[src/rtl/multi_command_unit.sv]
`default_nettype none
// +----------------------------------------------------------------------------+
// | Module   : multi_command_unit                                              |
// | Purpose  : Round-robin command receiver. Arbitrates NUM_CH AXI4-Stream     |
// |            command pipes onto one registered valid/ready output tagged     |
// |            with the source channel; ends when all channels send FINISH.    |
// | Options  : CMD_TIMEOUT_EN - builds the idle watchdog (TIMEOUT_CYCLES).     |
// | Revision : 1.0 - initial release                                           |
// +----------------------------------------------------------------------------+
module multi_command_unit #(
   parameter int NUM_CH         = 4,
   parameter int DATA_W         = 32,
   parameter int CMD_W          = 4,
   parameter int TIMEOUT_CYCLES = 65536,
   localparam int CH_W          = $clog2(NUM_CH)
) (
   input  logic                     clk,
   input  logic                     rst_n,
   input  logic                     start,
   output logic                     done,
   input  logic [NUM_CH*DATA_W-1:0] pipe_tdata,
   input  logic [NUM_CH-1:0]        pipe_tvalid,
   output logic [NUM_CH-1:0]        pipe_tready,
   output logic [CMD_W-1:0]         cmd,
   output logic [CH_W-1:0]          cmd_ch,
   output logic                     cmd_valid,
   input  logic                     cmd_ready,
   output logic                     proto_err,
   output logic                     timeout
);

   localparam logic [CMD_W-1:0]  c_comm_nop    = '0;
   localparam logic [CMD_W-1:0]  c_comm_finish = '1;
   localparam logic [NUM_CH-1:0] c_all_fin     = '1;
   localparam logic [CH_W-1:0]   c_rr_init     = CH_W'(NUM_CH - 1);

   typedef enum logic [1:0] {
      S_IDLE  = 2'd0,
      S_RUN   = 2'd1,
      S_DRAIN = 2'd2
   } state_t;

   state_t              r_state;
   state_t              w_state_next;
   logic [NUM_CH-1:0]   r_fin_mask;
   logic [NUM_CH-1:0]   w_fin_mask_next;
   logic [CH_W-1:0]     r_rr;
   logic [CMD_W-1:0]    r_cmd;
   logic [CH_W-1:0]     r_cmd_ch;
   logic                r_cmd_valid;
   logic                r_proto_err;
   logic                r_timeout;

   logic [CMD_W-1:0]    w_ch_cmd [NUM_CH];
   logic [NUM_CH-1:0]   w_eligible;
   logic                w_grant_found;
   logic [CH_W-1:0]     w_grant_idx;
   logic [NUM_CH-1:0]   w_grant_onehot;
   logic [CMD_W-1:0]    w_grant_cmd;
   logic                w_free;
   logic                w_accept;
   logic                w_load;
   logic                w_sink_hit;
   logic                w_wd_fire;

   // Command field of each channel; upper data bits carry no meaning here.
   for (genvar gi = 0; gi < NUM_CH; gi++) begin : g_ch
      assign w_ch_cmd[gi] = pipe_tdata[gi*DATA_W +: CMD_W];
   end

   assign w_eligible     = pipe_tvalid & ~r_fin_mask;
   assign w_free         = !r_cmd_valid || cmd_ready;
   assign w_grant_cmd    = w_ch_cmd[w_grant_idx];
   assign w_grant_onehot = {{(NUM_CH-1){1'b0}}, 1'b1} << w_grant_idx;
   assign w_accept       = (r_state == S_RUN) && w_free && w_grant_found;
   assign w_load         = w_accept && (w_grant_cmd != c_comm_nop);
   assign w_sink_hit     = (r_state == S_RUN) && (|(pipe_tvalid & r_fin_mask));

   // Round-robin search from rr+1; scanning far-to-near lets the nearest win.
   always_comb begin
      int v_idx;
      v_idx         = 0;
      w_grant_found = 1'b0;
      w_grant_idx   = '0;
      for (int k = NUM_CH; k >= 1; k--) begin
         v_idx = (int'(r_rr) + k) % NUM_CH;
         if (w_eligible[v_idx[CH_W-1:0]]) begin
            w_grant_found = 1'b1;
            w_grant_idx   = v_idx[CH_W-1:0];
         end
      end
   end

   // Finish mask seen by the next cycle: accepted FINISH or watchdog expiry.
   always_comb begin
      w_fin_mask_next = r_fin_mask;
      if (w_accept && (w_grant_cmd == c_comm_finish)) begin
         w_fin_mask_next = w_fin_mask_next | w_grant_onehot;
      end
      if (w_wd_fire) begin
         w_fin_mask_next = c_all_fin;
      end
   end

`ifdef CMD_TIMEOUT_EN
   localparam int c_wd_w = $clog2(TIMEOUT_CYCLES + 1);
   logic [c_wd_w-1:0] r_wd_cnt;

   // Idle watchdog: counts RUN cycles without any accepted word.
   always_ff @(posedge clk) begin
      if (!rst_n || (r_state != S_RUN) || w_accept || w_sink_hit) begin
         r_wd_cnt <= '0;
      end else begin
         r_wd_cnt <= r_wd_cnt + 1'b1;
      end
   end

   assign w_wd_fire = (r_state == S_RUN) && !w_accept && !w_sink_hit &&
                      (r_wd_cnt == c_wd_w'(TIMEOUT_CYCLES - 1));
`else
   assign w_wd_fire = 1'b0;
`endif

   // State register.
   always_ff @(posedge clk) begin
      if (!rst_n) begin
         r_state <= S_IDLE;
      end else begin
         r_state <= w_state_next;
      end
   end

   // Next-state and per-channel ready; finished channels always sink words.
   always_comb begin
      w_state_next = r_state;
      pipe_tready  = '0;
      case (r_state)
         S_IDLE: begin
            if (start) w_state_next = S_RUN;
         end
         S_RUN: begin
            pipe_tready = r_fin_mask;
            if (w_free && w_grant_found) pipe_tready[w_grant_idx] = 1'b1;
            if (w_fin_mask_next == c_all_fin) w_state_next = S_DRAIN;
         end
         S_DRAIN: begin
            if (!r_cmd_valid || cmd_ready) w_state_next = S_IDLE;
         end
         default: w_state_next = S_IDLE;
      endcase
   end

   // Datapath: output slot, finish tracking, rr pointer and sticky flags.
   always_ff @(posedge clk) begin
      if (!rst_n) begin
         r_fin_mask  <= '0;
         r_rr        <= c_rr_init;
         r_cmd       <= '0;
         r_cmd_ch    <= '0;
         r_cmd_valid <= 1'b0;
         r_proto_err <= 1'b0;
         r_timeout   <= 1'b0;
      end else begin
         if ((r_state == S_IDLE) && start) begin
            r_fin_mask  <= '0;
            r_rr        <= c_rr_init;
            r_proto_err <= 1'b0;
            r_timeout   <= 1'b0;
         end else begin
            r_fin_mask <= w_fin_mask_next;
            if (w_accept)   r_rr        <= w_grant_idx;
            if (w_sink_hit) r_proto_err <= 1'b1;
            if (w_wd_fire)  r_timeout   <= 1'b1;
         end
         if (w_load) begin
            r_cmd       <= w_grant_cmd;
            r_cmd_ch    <= w_grant_idx;
            r_cmd_valid <= 1'b1;
         end else if (r_cmd_valid && cmd_ready) begin
            r_cmd_valid <= 1'b0;
         end
      end
   end

   assign done      = (r_state == S_IDLE);
   assign cmd       = r_cmd;
   assign cmd_ch    = r_cmd_ch;
   assign cmd_valid = r_cmd_valid;
   assign proto_err = r_proto_err;
   assign timeout   = r_timeout;

endmodule
`default_nettype wire

[config.mk]
export PLATFORM = sky130hd
export DESIGN_NAME = multi_command_unit
export DESIGN_NICKNAME = d
export VERILOG_FILES = /design/src/rtl/multi_command_unit.sv
export SDC_FILE = /design/constraint.sdc
export NUM_CORES = 1
export LEC_CHECK = 0
export ABC_AREA = 0
export BUFFER_PORTS_ARGS = -buffer_cell sky130_fd_sc_hd__buf_2
export CAP_MARGIN = 0
export CORE_ASPECT_RATIO = 0.9
export CORE_MARGIN = 2
export CORE_UTILIZATION = 39
export DETAILED_ROUTE_END_ITERATION = 6
export PLACE_DENSITY = 0.92
export SYNTH_ARGS = -nofsm -noshare
export SYNTH_HDL_FRONTEND = slang
export SYNTH_SLANG_ARGS = --single-unit
[constraint.sdc]
create_clock -name clk -period 6.1 [get_ports clk]
set_clock_uncertainty 0.05 [all_clocks]
set_input_delay 1.22 -clock clk [delete_from_list [all_inputs] [get_ports clk]]
set_output_delay 1.22 -clock clk [all_outputs]
set_load 0.05 [all_outputs]
## Word-level counts from Yosys, hierarchy flattened

Index checks and enable logic that the tools add are counted.

- Add/subtract/negate cells: 4
- $lt $le $gt $ge: 7
- Equality and inequality tests: 7
- Shift operators: 1
- Mux-type cells: 30
- Bitwise operators: 7
- Reductions and logical operators: 17

Operator list:

| operator | count |
|---|---|
| $mux W4 | 5 |
| $lt A2 B3 Y1 const B | 5 |
| $mux W2 | 7 |
| $mux W1 | 11 |
| $logic_and A1 B1 Y1 | 9 |
| $and A4 B4 Y4 | 2 |
| $bmux W1 S2 | 4 |
| $bmux W4 S2 | 1 |
| $eq A4 B4 Y1 const B | 2 |
| $or A4 B4 Y4 | 2 |
| $pmux W2 S3 | 1 |
| $add A2 B1 Y2 const B | 2 |
| $add A2 B2 Y2 const B | 2 |
| $ne A2 B2 Y1 const B | 2 |
| $not A4 Y4 | 1 |
| $reduce_bool A4 Y1 | 1 |
| $reduce_or A4 Y1 | 1 |
| $shl A1 B2 Y4 const A | 1 |
| $ge A3 B3 Y1 const B | 1 |
| $not A2 Y3 | 1 |
| $reduce_and A3 Y1 | 1 |
| $demux W1 S2 | 1 |
| $eq A2 B1 Y1 const B | 1 |
| $eq A2 B2 Y1 const B | 1 |
| 8 further kinds | 8 |

- Flip-flop bits (word level): 16
- Bits of input ports: 136
- Output and inout bits: 14

## Logic depth before layout (Yosys ltp)

Gate-level depths: netlist of the first run.

- Depth after elaboration: 18
- Gate-level depth with buffers: 10
- Depth with buffers taken out: 8

## Worst setup path before layout of the first run

OpenSTA, ideal clock, no wires.

- Path type: input to output
- Start point: in pipe_tvalid[1]
- End point: out pipe_tready[0]
- Arrival time: 3.300 ns
- Setup slack: 1.530 ns
- Stages: 6
- Buffers on the path: 1
- Path through: nor2b_2 buf_6 nor2_1 a21oi_1 nand2_1 o21ai_0

- Longest elaborated chain between the ends: 14

RTL lines:

| element | line | RTL |
|---|---|---|
| from (decl) | 22 | `input logic [NUM_CH-1:0] pipe_tvalid,` |
| $and A4 B4 Y4 (*) | 71 | `assign w_eligible = pipe_tvalid & ~r_fin_mask;` |
| $bmux W1 S2 | 87 | `if (w_eligible[v_idx[CH_W-1:0]]) begin` |
| $mux W1 (not written as such) | 87 |  |
| $mux W2 (4 in series) | 87 |  |
| $lt A2 B3 Y1 (not written as such) or $ge A2 B1 Y1 (tied branches) | 143 | `if (w_free && w_grant_found) pipe_tready[w_grant_idx] = 1'b1;` |
| $logic_and A1 B1 Y1 (not written as such) | 143 |  |
| $mux W1 (not written as such) | 143 |  |
| $demux W1 S2 | 143 |  |
| $or A4 B4 Y4 (no line) | n/a |  |
| $mux W4 (*) | 143 |  |
| $mux W4 (*) | 137 | `case (r_state)` |
| to (decl) | 23 | `output logic [NUM_CH-1:0] pipe_tready,` |

Every way passes the cells marked *; elsewhere a longest branch is shown, timed or not. The select of a mux whose other input is x is not followed.

## Worst setup path after layout of the first run

Same ends and word-level chain as after synthesis.

==> flow_metrics.py, run 1 <==
metrics = {
    "run_status": {
        "status": "complete, no violations",
    },
    "floorplan": {
        "start_util_pct": 40.93,
        "dieArea_sq_mm": 0.004462,
        "core_sq_mm": 0.003757,
        "die_h_um": 63.57,
        "die_w_um": 70.19,
        "rows": 21,
        "ios": 150,
    },
    "timing": {
        "tightest_slew_ps": 881.8,
        "slew_viol_final": 0,
        "tns_ps": 0,
        "clock.fmax_ghz": 0.2230,
        "fin_crit_sh_pct": 73.52,
        "relSlewSlack_pct": 40.96,
        "rsz0062_at_grt": "no",
        "setup_viol_count_final": 0,
        "period_needed_ps": 4485,
        "finalHoldViolCount": 0,
    },
    "grt": {
        "gr-usage-all-layers_pct": 20.23,
        "grt_pass1_wl_um": 7320,
        "grt_max_degree": 18,
        "antenna_found_initial": 0,
        "grt_pass1_vias": 1564,
        "gr-total-overflow": 0,
    },
    "clock_network": {
        "cts_tree": "done",
        "hold_buffers": 0,
        "clkTransAtPathRegs_ps": 70,
        "cts_buffer_depth": 2,
        "cts_max_level": 1,
        "cts_resized": 0,
        "insertion_delay_ps": 260,
        "postCtsSetupRepairBufs": 0,
        "cts-root-buf": "clkbuf_8",
        "numCtsBuffers": 3,
        "clkSinkCount": 16,
    },
    "power_and_ir_drop": {
        "ir_drop_mv": 0.1610,
        "p_total_w": 0.0003616,
        "power_leakage_nw": 0.7049,
        "pwr-share-seq_pct": 32.7,
        "p_int_w": 0.0002161,
        "power.density_mw_per_mm2": 204.3,
        "pwr-share-comb_pct": 40.3,
        "p_sw_share_pct": 40.24,
        "pwr-share-clk_pct": 27.0,
        "p_switching_w": 0.0001455,
    },
    "place": {
        "hpwl_um": 3283,
        "gp_congestion": 0.9605,
        "io_buffers": 36,
    },
    "yosys": {
        "synth_cell_types": 62,
        "syn_avg_cell_area_sq_um": 7.886,
        "synthArstFlopShare_pct": 0,
        "synth_seq_cells": 16,
        "syn_area_sq_mm": 0.001538,
        "synth_nets": 331,
        "ys_seq_area_share_pct": 20.83,
        "synth-edff-count": 0,
        "synth-main-ff-cell": "dfxtp_1",
        "syn_inst": 195,
        "yosysWarnings": 0,
    },
    "critical_path": {
        "crit_path_end_kind": "primary output",
        "cpMostUsedCell": "buf_2",
        "critPathTopFamily": "simple AND/OR/NAND/NOR gates",
        "cp.required_ps": 4830,
        "cp-start-kind": "input port",
        "worst_ep_arrival_time_ps": 3210,
        "worstPathMaxFanout": 14,
        "worst-path-buf-inv": 2,
        "cpMaxStageDelayCell": "a21oi_1",
        "criticalPathCategory": "in2out",
        "slowest_delay_ps": 530,
        "crit_chain": "buf_2, nor2b_2, nor2_1, a21oi_1, nand2_1, o21ai_0, buf_2",
    },
    "layout": {
        "layout_common_cells": "buf_2 (36), nand2_1 (26), dfxtp_1 (16)",
        "drive_gt1_share_pct": 31.11,
        "final_common_cell": "buf_2",
        "n_antenna_cell": 0,
        "nets": 362,
        "area_growth_pct": 15.13,
    },
    "flow_run": {
        "maxCapViolCount": 0,
    },
    "route": {
        "wl_um": 4299,
        "wl_per_cell_um": 15.86,
        "drc": 0,
        "num_vias": 1720,
        "drtPass1Iterations": 5,
        "drtIter0Drc": 137,
        "routed_via_density": 6.347,
        "antenna_left": 0,
    },
    "hold_path": {
        "worstHoldPathType": "reg2reg",
    },
}
-- cell families (layout without fill, tap and decap cells) --
kind of cell    after synthesis  in the layout  share of synthesized area [%]
simple gates                 91             91                          34.66
compound gates               62             62                          31.90
other cells                   1              1                         0.2439
mux                          10             10                          6.997
flops                        16             16                          20.83
buf+inv                      15             45                          5.370
-- synth_stat cells, types with 2 or more instances --
cell / number / area, sq um
o21ai_1: 2 / 10.01
a31o_2: 4 / 35.03
a21oi_1: 8 / 40.04
a221oi_1: 2 / 17.52
nor3b_1: 2 / 15.01
nor2_1: 14 / 52.55
nand2_1: 26 / 97.59
nand4_1: 5 / 31.28
a22o_1: 2 / 17.52
o31ai_1: 4 / 30.03
o31ai_2: 2 / 25.02
or4_1: 3 / 22.52
inv_1: 4 / 15.01
clkbuf_1: 2 / 7.510
o21ai_0: 9 / 45.04
o211ai_1: 4 / 30.03
and2_1: 2 / 12.51
nand2b_1: 5 / 31.28
buf_6: 2 / 22.52
nand2_2: 2 / 12.51
nor2b_1: 3 / 18.77
nor2b_2: 2 / 17.52
a22oi_1: 2 / 15.01
a21o_1: 2 / 15.01
nand3_1: 9 / 45.04
a32oi_1: 2 / 17.52
dfxtp_1: 16 / 320.3
nor4_2: 2 / 25.02
buf_2: 6 / 30.03
o21a_1: 2 / 15.01
nor3_1: 5 / 25.02
mux2i_1: 7 / 70.07
nor3_2: 2 / 20.02
a31oi_1: 3 / 18.77
-- final timing paths --
kind,startpoint,end,slack [ps],cells after the start
min reg2reg,cmd[3],cmd[3],420,2
max,pipe_tvalid[1],pipe_tready[0],1620,7
max reg2reg,r_rr[0],r_fin_mask[0],2590,8
min,cmd[3],cmd[3],420,2
-- state kept, by name (all words and copies together) (netlist names) --
| name | cells |
|---|---|
| cmd | 4 |
| cmd_ch | 2 |
| cmd_valid | 1 |
| proto_err | 1 |
| r_fin_mask | 4 |
| r_rr | 2 |
| r_state | 2 |
-- metal layers --
metal / GRT usage, % / share of wire (%)
met5: 0 / 0
met4: 8.173 / 2.1
met3: 4.480 / 8.8
met2: 32.50 / 47
met1: 26.24 / 42
-- cell type report --
type	count	area, sq um
Multi-Input combinational cell	164	1135
Fill cell	375	1987
Clock buffer	4	55.05
Inverter	4	15.01
Timing Repair Buffer	37	187.7
Tap cell	46	57.56
Sequential cell	16	320.3
-- stage by stage --
stage	util, %	instance area, sq um	setup WS (ps)	hold slack [ps]	std cells
final	47.12	1770	1615	421.2	271
after global routing	47.12	1770	1305	449.9	271
after CTS	47.12	1770	1661	421.5	271
after detailed placement	45.65	1715	1677	405.9	267
after global placement	45.65	1715	1727	395.8	267
after floorplan	-	1538	1530	457.6	195
-- worst min-delay path, cell delays in order (launching register included) --
cell     delay [ps]
dfxtp_1         310
nand2_1          50
o31ai_1          60
-- power by group through the flow --
stage / Sequential (W) / Combinational, W / Clock, W
after floorplan: 0.000136 / 0.0000949 / 0
after global placement: 0.000120 / 0.000141 / 0
after detailed placement: 0.000120 / 0.000143 / 0
after CTS: 0.000118 / 0.000145 / 0.0000973
after global routing: 0.000119 / 0.000158 / 0.000103
final: 0.000118 / 0.000146 / 0.0000975
Power figures use the tool's default switching activity.
==> run 2: changes to the inputs <==
Settings changed: CORE_UTILIZATION 39 to 37, PLACE_DENSITY 0.92 to 0.88.
Clock period 6.1 ns to 4.5 ns, I/O delays scaled along.
==> run 2 against run 1 <==
Power is 34% higher. First-iteration DRC count rose by 50%. Die area is 5.1% higher. Routed wire length increased by 1.3%. Critical path depth fell by 1. Final cell count grew 1.1%. Sequential cell count did not move. Non-clock buffer count up 1. Global-route usage down 0.78 points. Highest routed layer unchanged.
==> flow_metrics.py, run 2 (synthesized netlist as in run 1, its figures left out) <==
metrics = {
    "critical_path": {
        "rrSetupSlack_ps": 890,
        "criticalPathCategory": "reg2out",
        "critPathCapture": "pipe_tready[2]",
        "cp-startpoint": "r_rr[0]",
        "crit_path_end_kind": "primary output",
        "r2r-start": "r_rr[0]",
        "cp-start-kind": "flip-flop",
        "reg2reg_depth": 8,
        "worstPathMaxFanout": 13,
        "cp.required_ps": 3550,
        "worst_ep_arrival_time_ps": 2890,
        "timing.rr.end": "r_fin_mask[2]",
    },
    "clock_network": {
        "numCtsBuffers": 3,
        "clkSinkCount": 16,
        "cts_resized": 0,
        "cts_tree": "done",
        "postCtsSetupRepairBufs": 0,
        "insertion_delay_ps": 250,
        "clkTransAtPathRegs_ps": 60,
        "cts-root-buf": "clkbuf_8",
        "hold_buffers": 0,
        "cts_buffer_depth": 2,
        "cts_max_level": 1,
    },
    "route": {
        "antenna_left": 0,
        "drtPass1Iterations": 4,
        "wl_per_cell_um": 15.89,
        "wl_um": 4353,
        "drtIter0Drc": 206,
        "routed_via_density": 6.036,
        "num_vias": 1654,
        "drc": 0,
    },
    "floorplan": {
        "core_sq_mm": 0.004046,
        "die_h_um": 65.16,
        "ios": 150,
        "rows": 22,
        "start_util_pct": 38.00,
        "die_w_um": 71.96,
        "dieArea_sq_mm": 0.004689,
    },
    "timing": {
        "setup_viol_count_final": 0,
        "fin_crit_sh_pct": 85.24,
        "relSlewSlack_pct": 38.05,
        "finalHoldViolCount": 0,
        "rsz0062_at_grt": "no",
        "slew_viol_final": 0,
        "tightest_slew_ps": 925.2,
        "clock.fmax_ghz": 0.2607,
        "timing.final.ws_setup_ps": 664.1,
        "period_needed_ps": 3836,
        "tns_ps": 0,
    },
    "grt": {
        "grt_pass1_vias": 1553,
        "gr-total-overflow": 0,
        "grt_pass1_wl_um": 7307,
        "antenna_found_initial": 0,
        "grt_max_degree": 18,
        "gr-usage-all-layers_pct": 19.44,
    },
    "layout": {
        "n_antenna_cell": 0,
        "final_core_util_pct": 44.00,
        "drive_gt1_share_pct": 31.42,
        "area_growth_pct": 15.79,
        "nets": 363,
        "final_common_cell": "buf_2",
        "layout_common_cells": "buf_2 (36), nand2_1 (26), dfxtp_1 (16)",
    },
    "hold_path": {
        "worstHoldPathType": "reg2reg",
    },
    "flow_run": {
        "maxCapViolCount": 0,
    },
    "power_and_ir_drop": {
        "power.density_mw_per_mm2": 272.9,
        "ir_drop_mv": 0.2145,
        "power_leakage_nw": 0.7100,
    },
    "place": {
        "gp_congestion": 0.9341,
        "pre_cts_ws_ps": 800.2,
        "hpwl_um": 3275,
        "io_buffers": 36,
    },
    "run_status": {
        "status": "complete, no violations",
    },
}
run 2: changes by cell type in the layout (fill, tap and decap cells not counted), sizes merged:
cell,delta
buf,+1
run 2: metal layers:
layer,routed length [um],track usage (%)
met1,1865,25.92
met2,2108,31.48
met3,299,3.988
met4,80,6.132
met5,0,0
run 2: final cells by class:
class	instances	area [sq um]
Clock buffer	4	55.05
Fill cell	403	2266
Inverter	4	15.01
Multi-Input combinational cell	164	1135
Sequential cell	16	320.3
Tap cell	48	60.06
Timing Repair Buffer	38	195.2
run 2: report_power, final:
part | internal [W] | switching [W]
registers | 0.000151 | 0.00000940
clock network | 0.0000777 | 0.0000505
logic | 0.0000652 | 0.000132
run 2: worst max-delay path, stage by stage (launching register included):
cell and delay [ps]:
dfxtp_1 650, inv_1 360, a32oi_1 580, nand2_2 250, nor2_1 350, a22o_1 180
buf_2 260
run 2: through the flow:
stage | cell area [sq um] | cells | power, W | hold slack (ps)
floorplan | 1538 | 195 | 0.0003126 | 457.6
global placement | 1725 | 270 | 0.0003544 | 396.4
detailed placement | 1725 | 270 | 0.0003578 | 398.5
CTS | 1780 | 274 | 0.0004870 | 412.5
global route | 1780 | 274 | 0.0005120 | 440.3
finish | 1780 | 274 | 0.0004858 | 409.8
run 2: worst min-delay path by stage:
stage | from | to | slack, ps | cells past startpoint
after floorplan | r_fin_mask[3] | r_fin_mask[3] | 460 | 2
after global placement | cmd[3] | cmd[3] | 400 | 2
after detailed placement | cmd[0] | cmd[0] | 400 | 2
after CTS | cmd[2] | cmd[2] | 410 | 2
after global routing | cmd[3] | cmd[3] | 440 | 2
final | cmd[2] | cmd[2] | 410 | 2
